[src/rtl/motor_pkg.sv]
// Shared types and constants for the H-bridge PWM drive.
package motor_pkg;
    typedef enum logic [1:0] {IDLE, RUN, DEAD, FAULT} state_t;

    localparam logic DIR_FWD      = 1'b1;
    localparam logic DIR_REV      = 1'b0;
    localparam int   PWM_BITS_DEF = 8;
endpackage

[src/rtl/motor_pwm_drive_if.sv]
// Speed/direction command channel from the steering controller.
interface motor_pwm_drive_if import motor_pkg::*; #(
    parameter int PWM_BITS = PWM_BITS_DEF
);
    logic                cmd_valid;
    logic                cmd_ready;
    logic                cmd_dir;
    logic [PWM_BITS-1:0] cmd_duty;

    modport master (output cmd_valid, cmd_dir, cmd_duty, input cmd_ready);
    modport slave  (input cmd_valid, cmd_dir, cmd_duty, output cmd_ready);
endinterface

[src/rtl/motor_pwm_drive_pwm_counter.sv]
// Prescaler plus free-running PWM counter; period_wrap marks the cycle before count 0.
module pwm_counter #(
    parameter int PWM_BITS = 8,
    parameter int PRESCALE = 16
) (
    input  logic                clk,
    input  logic                rst_n,
    output logic [PWM_BITS-1:0] pwm_cnt,
    output logic                period_wrap
);
    localparam int PW = (PRESCALE > 1) ? $clog2(PRESCALE) : 1;

    logic [PW-1:0] pre_cnt;
    logic          tick;

    assign tick        = (pre_cnt == PW'(PRESCALE - 1));
    assign period_wrap = tick && (pwm_cnt == '1);

    always_ff @(posedge clk or negedge rst_n) begin
        if (!rst_n) begin
            pre_cnt <= '0;
            pwm_cnt <= '0;
        end else begin
            pre_cnt <= tick ? '0 : pre_cnt + 1'b1;
            if (tick) pwm_cnt <= pwm_cnt + 1'b1;
        end
    end
endmodule

[src/rtl/motor_pwm_drive.sv]
// One H-bridge channel: command handshake, dead time on reversal, trip handling, PWM pins.
// Optional duty slew limiting is enabled by defining MOTOR_RAMP_EN.
module motor_pwm_drive import motor_pkg::*; #(
    parameter int PWM_BITS         = PWM_BITS_DEF,
    parameter int PRESCALE         = 16,
    parameter int DEAD_CYCLES      = 100000,
    parameter int RAMP_STEP_CYCLES = 50000
) (
    input  logic              clk,
    input  logic              rst_n,
    motor_pwm_drive_if.slave  cmd,
    input  logic              on_current,
    output logic              IN1,
    output logic              IN2,
    output logic              fault
);
    localparam int DW = $clog2(DEAD_CYCLES + 1);

    if (PRESCALE < 1 || DEAD_CYCLES < 1 || RAMP_STEP_CYCLES < 1) begin : g_bad_param
        $error("motor_pwm_drive: PRESCALE, DEAD_CYCLES and RAMP_STEP_CYCLES must be >= 1");
    end

    state_t              state, state_nxt;
    logic                dir_cur, dir_tgt;
    logic [PWM_BITS-1:0] duty_tgt, duty_cur, duty_act, pwm_cnt;
    logic [DW-1:0]       dead_cnt;
    logic                period_wrap, acc, hold, idle_zero, dead_done, pwm;

    pwm_counter #(.PWM_BITS(PWM_BITS), .PRESCALE(PRESCALE)) u_pwm (
        .clk(clk), .rst_n(rst_n), .pwm_cnt(pwm_cnt), .period_wrap(period_wrap)
    );

    assign cmd.cmd_ready = (state != DEAD);
    assign acc           = cmd.cmd_valid && cmd.cmd_ready;
    assign dead_done     = (dead_cnt == DW'(DEAD_CYCLES - 1));
    assign idle_zero     = (duty_tgt == '0) && (duty_cur == '0) && (duty_act == '0);
    assign hold          = (state_nxt == DEAD) || (state_nxt == FAULT);
    assign pwm           = (pwm_cnt < duty_act);

    always_comb begin
        state_nxt = state;
        case (state)
            IDLE:  if (acc && cmd.cmd_duty != '0)
                       state_nxt = (cmd.cmd_dir != dir_cur) ? DEAD : RUN;
            RUN:   if (acc && cmd.cmd_duty != '0 && cmd.cmd_dir != dir_cur) state_nxt = DEAD;
                   else if (idle_zero && !acc)                               state_nxt = IDLE;
            DEAD:  if (dead_done)  state_nxt = RUN;
            FAULT: if (on_current) state_nxt = DEAD;
            default: state_nxt = IDLE;
        endcase
        // A trip wins over any command or timer in the same cycle.
        if (!on_current) state_nxt = FAULT;
    end

    always_ff @(posedge clk or negedge rst_n) begin
        if (!rst_n) begin
            state    <= IDLE;
            dir_cur  <= DIR_FWD;
            dir_tgt  <= DIR_FWD;
            duty_tgt <= '0;
            duty_act <= '0;
            dead_cnt <= '0;
            IN1      <= 1'b0;
            IN2      <= 1'b0;
            fault    <= 1'b0;
        end else begin
            state <= state_nxt;
            if (acc) begin
                duty_tgt <= cmd.cmd_duty;
                dir_tgt  <= cmd.cmd_dir;
            end
            dead_cnt <= (state == DEAD) ? dead_cnt + 1'b1 : '0;
            if (state == DEAD && state_nxt == RUN) dir_cur <= dir_tgt;
            // duty_act only moves on a period boundary so pulses are never truncated.
            if (hold)             duty_act <= '0;
            else if (period_wrap) duty_act <= duty_cur;
            IN1   <= (state == RUN) && (dir_cur == DIR_FWD) && pwm;
            IN2   <= (state == RUN) && (dir_cur == DIR_REV) && pwm;
            fault <= (state == FAULT);
        end
    end

`ifdef MOTOR_RAMP_EN
    localparam int RW = $clog2(RAMP_STEP_CYCLES + 1);

    logic [RW-1:0] ramp_cnt;
    logic          ramp_step;

    assign ramp_step = (ramp_cnt == RW'(RAMP_STEP_CYCLES - 1));

    always_ff @(posedge clk or negedge rst_n) begin
        if (!rst_n) begin
            ramp_cnt <= '0;
            duty_cur <= '0;
        end else if (hold) begin
            ramp_cnt <= '0;
            duty_cur <= '0;
        end else begin
            ramp_cnt <= ramp_step ? '0 : ramp_cnt + 1'b1;
            if (ramp_step) begin
                if (duty_cur < duty_tgt)      duty_cur <= duty_cur + 1'b1;
                else if (duty_cur > duty_tgt) duty_cur <= duty_cur - 1'b1;
            end
        end
    end
`else
    always_ff @(posedge clk or negedge rst_n) begin
        if (!rst_n)    duty_cur <= '0;
        else if (hold) duty_cur <= '0;
        else           duty_cur <= acc ? cmd.cmd_duty : duty_tgt;
    end
`endif
endmodule

[src/flat_wrapper.sv]
// flat-port wrapper written by rule: the top's interface ports become plain ports
module motor_pwm_drive_flat import motor_pkg::*;
#(
    parameter int PWM_BITS         = PWM_BITS_DEF,
    parameter int PRESCALE         = 16,
    parameter int DEAD_CYCLES      = 100000,
    parameter int RAMP_STEP_CYCLES = 50000
)
  (clk, rst_n, on_current, IN1, IN2, fault, cmd_cmd_valid, cmd_cmd_dir, cmd_cmd_duty, cmd_cmd_ready);
  motor_pwm_drive_if #(.PWM_BITS(PWM_BITS)) cmd_i ();
  input  logic clk;
  input  logic rst_n;
  input  logic on_current;
  output logic IN1;
  output logic IN2;
  output logic fault;
  input wire logic [$bits(cmd_i.cmd_valid)-1:0] cmd_cmd_valid;
  input wire logic [$bits(cmd_i.cmd_dir)-1:0] cmd_cmd_dir;
  input wire logic [$bits(cmd_i.cmd_duty)-1:0] cmd_cmd_duty;
  output wire logic [$bits(cmd_i.cmd_ready)-1:0] cmd_cmd_ready;
  assign cmd_i.cmd_valid = cmd_cmd_valid;
  assign cmd_i.cmd_dir = cmd_cmd_dir;
  assign cmd_i.cmd_duty = cmd_cmd_duty;
  assign cmd_cmd_ready = cmd_i.cmd_ready;
  motor_pwm_drive #(.PWM_BITS(PWM_BITS), .PRESCALE(PRESCALE), .DEAD_CYCLES(DEAD_CYCLES), .RAMP_STEP_CYCLES(RAMP_STEP_CYCLES)) u_core (.clk(clk), .rst_n(rst_n), .cmd(cmd_i), .on_current(on_current), .IN1(IN1), .IN2(IN2), .fault(fault));
endmodule
[config.mk]
export PLATFORM = sky130hd
export DESIGN_NAME = motor_pwm_drive_flat
export DESIGN_NICKNAME = d
export VERILOG_FILES = /design/src/rtl/motor_pkg.sv /design/src/rtl/motor_pwm_drive_if.sv /design/src/rtl/motor_pwm_drive_pwm_counter.sv /design/src/rtl/motor_pwm_drive.sv /design/src/flat_wrapper.sv
export SDC_FILE = /design/constraint.sdc
export NUM_CORES = 1
export LEC_CHECK = 0
export CAP_MARGIN = 20
export CORE_MARGIN = 4
export CORE_UTILIZATION = 25
export CTS_CLUSTER_DIAMETER = 150
export DETAILED_ROUTE_END_ITERATION = 16
export GPL_TIMING_DRIVEN = 0
export PLACE_DENSITY = 0.46
export RECOVER_POWER = 100
export SLEW_MARGIN = 10
export SYNTH_ARGS = -nofsm -noshare
export SYNTH_HDL_FRONTEND = slang
export SYNTH_HIERARCHICAL = 1
export SYNTH_SLANG_ARGS = --single-unit
[constraint.sdc]
create_clock -name clk -period 2 [get_ports clk]
set_input_delay 0.3 -clock clk [delete_from_list [all_inputs] [get_ports clk]]
set_output_delay 0.3 -clock clk [all_outputs]
set_load 0.05 [all_outputs]
* After elaboration in Yosys (flattened, before gate mapping)
Cells that the tools add are included.
** Storage, ports and cells
- Bits of input ports :: 13
- Word-level logic and storage cells :: 61
- Output and inout bits :: 4
- Register bits after elaboration :: 60
** Cells by class
- Add/subtract/negate cells :: 3
- Reductions and logical operators :: 20
- Order comparisons :: 1
- Bitwise logic cells :: 1
- Equality and inequality tests :: 11
- Multiplexer cells :: 13
** Operator list (count)
- 2-to-1 mux 8 bit :: 4
- zero test 8 bit :: 3
- adder 17 x 1 -> 17 bit (second input constant) :: 1
- equality test 17 bit (second input constant) :: 1
- 2-to-1 mux 17 bit :: 1
- logical AND 1 bit :: 12
- 2-to-1 mux 2 bit :: 6
- adder 8 x 1 -> 8 bit (second input constant) :: 1
- equality test 2 bit (second input constant) :: 4
- equality test 8 bit (second input constant) :: 1
- less-than comparator 8 bit :: 1
- one-hot mux 2 bit (4 select lines) :: 1
- nonzero test 8 bit :: 1
- adder 4 x 1 -> 4 bit (second input constant) :: 1
- equality test 2 x 1 -> 1 bit (second input constant) :: 2
- equality test 4 bit (second input constant) :: 1
- 2-to-1 mux 4 bit :: 1
- zero test 2 bit :: 1
- inequality test 2 bit (second input constant) :: 1
- nonzero test 2 bit :: 1
- zero test 1 bit :: 1
- logical OR 1 bit :: 1
- inequality test 1 bit :: 1
- NOT 1 bit :: 1

* Depth between registers and ports, before layout
- Word-level depth :: 11
- Gate-level depth with buffers :: 7
- Gate-level depth less buffers :: 6

* Hierarchy
Netlist, hierarchy kept.
** Modules (own cells, without submodules)
- motor_pwm_drive :: instances 1, area an instance 2339.7 µm², seq. area each 1203.7 µm², cells an instance 212
- pwm_counter :: instances 1, area an instance 518.0 µm², seq. area each 300.3 µm², cells an instance 43

* Worst setup path before layout
OpenSTA, ideal clock, no wires.
- Kind :: register to register
- Start point :: register u_core.u_pwm.pre_cnt[0]
- End point :: register u_core.duty_act[7]
- Clock period less this slack :: 1.845 ns
- Setup time :: 0.123 ns
- Stages on the path, launching flop included :: 7
- Data arrival time :: 1.722 ns
- Data required time :: 1.877 ns
- Buffers on the path :: 1
- Setup slack :: 0.155 ns
- Cells stage by stage :: dfrtp_1 > ha_1 > nand4_2 > nor3_1 > buf_1 > mux2i_1 > nor2_4
** Between the ends
- Word-level cells in the longest chain between the ends :: 3
** RTL lines
- from (decl) :: RTL line motor_pwm_drive_pwm_counter.sv:13 : logic [PW-1:0] pre_cnt;
- from (signal assigned) :: RTL line motor_pwm_drive_pwm_counter.sv:24 : pre_cnt <= tick ? '0 : pre_cnt + 1'b1;
- equality test 4 bit :: RTL line motor_pwm_drive_pwm_counter.sv:16 : assign tick = (pre_cnt == PW'(PRESCALE - 1));
- logical AND 1 bit :: RTL line motor_pwm_drive_pwm_counter.sv:17 : assign period_wrap = tick && (pwm_cnt == '1);
- via u_core.period_wrap :: RTL line motor_pwm_drive.sv:27 : logic period_wrap, acc, hold, idle_zero, dead_done, pwm;
- nonzero test 2 bit (no line)
- to (signal assigned) :: RTL line motor_pwm_drive.sv:76 : else if (period_wrap) duty_act <= duty_cur;
- to (decl) :: RTL line motor_pwm_drive.sv:25 : logic [PWM_BITS-1:0] duty_tgt, duty_cur, duty_act, pwm_cnt;
The timed path passes the listed nets, and every way through them passes these cells.
A chain may end at the register's enable or synchronous reset.

* Worst setup path after layout
- Start point :: register u_core.state[0]
- End point :: output port cmd_cmd_ready
** Between the ends
- Word-level cells in the longest chain between the ends :: 1
** RTL lines
- from (decl) :: RTL line motor_pwm_drive.sv:23 : state_t state, state_nxt;
- from (signal assigned) :: RTL line motor_pwm_drive.sv:67 : state <= state_nxt;
- inequality test 2 bit :: RTL line motor_pwm_drive.sv:33 : assign cmd.cmd_ready = (state != DEAD);
- to (decl) :: RTL line flat_wrapper.sv:20 : output wire logic [$bits(cmd_i.cmd_ready)-1:0] cmd_cmd_ready;
Every way passes these cells.

==> results.sh <==
export IMPL_status="finished, violations left"
export IMPL_violations="max-capacitance violations, max-slew violations"
export IMPL_seq_power_share_pct=42.9
export IMPL_place_gp_congestion=0.6999
export IMPL_pwr_share_clk_pct=52.5
export IMPL_finalCritPeriodShare_pct=94.29
export IMPL_ant_nets=0
export IMPL_vias=1917
export IMPL_whs_ps=344.2
export IMPL_drive_gt1_share_pct=16.72
export IMPL_syn2layout_area_growth_pct=22.46
export IMPL_dp_cells=411
export IMPL_yosysUniqueCellTypes=51
export IMPL_layout_common_cells="dfrtp_1, nor2_1, nand2_1, inv_1"
export IMPL_clk_latency_ps=320
export IMPL_required_ps=1700
export IMPL_synth_area_mm2=0.002858
export IMPL_fin_cells=427
export IMPL_cts_hold_fix_buffers=0
export IMPL_dieHeight_um=114.9
export IMPL_syn_area_per_cell_um2=11.21
export IMPL_slowest_delay_ps=420
export IMPL_total_power_w=0.002962
export IMPL_rsz0062_at_grt="false"
export IMPL_fin_nets=305
export IMPL_internal_power_w=0.002335
export IMPL_worstPathCellList="nor2b_1, clkbuf_4, clkinv_4, buf_4, buf_4"
export IMPL_initial_core_util_pct=25.91
export IMPL_cp_common_cell="buf_4"
export IMPL_wl_per_cell_um=13.89
export IMPL_worstMarginPinSlew_ps=1524
export IMPL_grt_overflow=0
export IMPL_yosysWarningCount=6
export IMPL_grt_pass1_vias=2053
export IMPL_crit_buf_inv=4
export IMPL_drv_cap=1
export IMPL_synthCells=255
export IMPL_ys_ff_latch=60
export IMPL_cp_arrival_ps=1590
export IMPL_final_setup_skew_ps=5.605
export IMPL_firstDrtPassIters=4
export IMPL_crit_fanout=10
export IMPL_post_dp_hpwl_um=4206
export IMPL_clock_path_buffers=2
export IMPL_place_area_mm2=0.003191
export IMPL_drt_iter0_markers=103
export IMPL_synthArstFlopShare_pct=100.0
export IMPL_fin_util_pct=31.73
export IMPL_swShare_pct=21.17
export IMPL_layout_commonest_cell="dfrtp_1"
export IMPL_irDropWorstVdd_v=0.0004359
export IMPL_synth_edf_count=0
export IMPL_numClockSinks=60
export IMPL_synth_ff_type="dfrtp_1"
export IMPL_setup_viol=0
export IMPL_p_per_area_mw_per_mm2=846.3
export IMPL_root_buffer="clkbuf_16"
export IMPL_dieArea_mm2=0.01321
export IMPL_coreArea_mm2=0.01103
export IMPL_finalMaxSlewViolations=61
export IMPL_num_antenna_cells=0
export IMPL_leakage_nw=1.481
export IMPL_grt_antenna_before_repair=0
export IMPL_htreeDepth=3
export IMPL_syn_num_nets=278
export IMPL_grt_usage_pct=10.04
export IMPL_grt_pass1_wl_um=10250
export IMPL_cts_tree="yes"
export IMPL_final_area_mm2=0.003500
export IMPL_cts_buffers=9
export IMPL_fillCellCount=1167
export IMPL_combPwrFrac_pct=4.6
export IMPL_top_level_ports=17
export IMPL_netSwitchingPower_w=0.0006269
export IMPL_rows=38
export IMPL_cp_top_family="buffers and inverters"
export IMPL_grt_start_max_net_pins=61
export IMPL_max_freq_ghz=0.5303
export IMPL_clkSlewWorstSetupHoldPaths_ps=50
export IMPL_fp_dieW_um=114.9
export IMPL_ys_seq_area_share_pct=52.63
export IMPL_max_slew_margin_pct=-1.574
export IMPL_via_per_inst=4.489
export IMPL_hold_viol_final=0
export IMPL_critPathLaunchType="register"
export IMPL_cp_end_kind="primary output"
export IMPL_period_needed_ps=1886
export IMPL_critical_path_class="reg -> out"
export IMPL_routed_wl_um=5929
export IMPL_drc=0
export IMPL_io_buffers=16
export IMPL_critPathSlowestCell="dfrtp_1"
export IMPL_hold_class="in -> async"
layout make-up:
cell class | instances | area (um^2) | share of cell area (%)
Clock buffer | 12 | 256.5 | 7.329
Clock inverter | 4 | 47.55 | 1.359
Tap cell | 140 | 175.2 | 5.005
Inverter | 13 | 53.80 | 1.537
Timing Repair Buffer | 16 | 152.6 | 4.362
Sequential cell | 60 | 1504 | 42.97
Buffer | 6 | 41.29 | 1.180
Multi-Input combinational cell | 176 | 1269 | 36.25
metrics by stage:
step                worst slack [ps]  setup TNS [ps]
floorplan                      155.4               0
global placement               -1474          -90910
detailed placement            -532.4           -3701
CTS                            31.35               0
global route                   11.38               0
finish                         114.2               0
routing by layer:
layer | share of wire [%] | global-route usage (%)
met5 | 0 | 0
met4 | 1.9 | 3.991
met3 | 3.4 | 3.684
met2 | 44 | 15.43
met1 | 50 | 12.83
power by group through the flow:
stage                     Clock [W]  Sequential [W]  Combinational, W
after floorplan                   0         0.00129         0.0000628
after global placement            0         0.00129          0.000140
after detailed placement          0         0.00129          0.000141
after CTS                   0.00160         0.00127          0.000143
after global routing        0.00167         0.00127          0.000154
final                       0.00155         0.00127          0.000135
kinds of logic (layout without fill, tap and decap cells):
family	count (synthesis)	after routing	synth area share (%)
AND/OR/NAND/NOR	105	105	21.37
flip-flops	60	60	52.63
AO/OA/AOI/OAI	23	23	5.911
XOR/XNOR	19	19	5.823
multiplexers	19	19	7.093
buffers and inverters	19	51	2.802
adder cells (fa/ha/maj)	10	10	4.378
synthesized netlist by cell type, types with 3 or more instances:
cell / count / area, um^2
dfrtp_1: 58 / 1451
nor2_1: 19 / 71.32
nand2_1: 16 / 60.06
inv_1: 12 / 45.04
xor2_1: 11 / 96.34
ha_1: 10 / 125.1
nand4_1: 10 / 62.56
mux2_2: 9 / 101.4
mux2i_1: 9 / 90.09
nor4_1: 8 / 50.05
xnor2_1: 8 / 70.07
and2b_2: 7 / 61.31
nand3_1: 7 / 35.03
nor2_2: 7 / 43.79
nor3_1: 7 / 35.03
a21oi_1: 5 / 25.02
o21ai_0: 4 / 20.02
and4_1: 3 / 26.28
nand2b_1: 3 / 18.77
or3_1: 3 / 18.77
registers in the layout (all words and copies together) (netlist names):
name	cells
u_core/u_pwm/pre_cnt	4
u_core/u_pwm/pwm_cnt	8
u_core/IN1	1
u_core/state	2
u_core/duty_act	8
u_core/duty_cur	8
u_core/IN2	1
u_core/fault	1
u_core/dead_cnt	17
u_core/duty_tgt	8
u_core/dir_tgt	1
u_core/dir_cur	1
worst paths after layout:
check	from	endpoint	slack, ps	cells past startpoint
min	rst_n	u_core/IN2	340	1
max in group asynchronous	rst_n	u_core/u_pwm/pre_cnt[3]	740	1
max	u_core/state[0]	cmd_cmd_ready	110	5
min in group clk	u_core/dead_cnt[0]	u_core/dead_cnt[0]	480	1
min reg2reg	u_core/dead_cnt[0]	u_core/dead_cnt[0]	480	1
max reg2reg	u_core/dead_cnt[0]	u_core/duty_act[4]	140	6
what timing repair did:
item                       CTS  global route
buffers inserted             0             0
gates resized for setup     10             6
setup endpoints to repair    9            17
No activity file was read; power rests on OpenSTA's default activity.
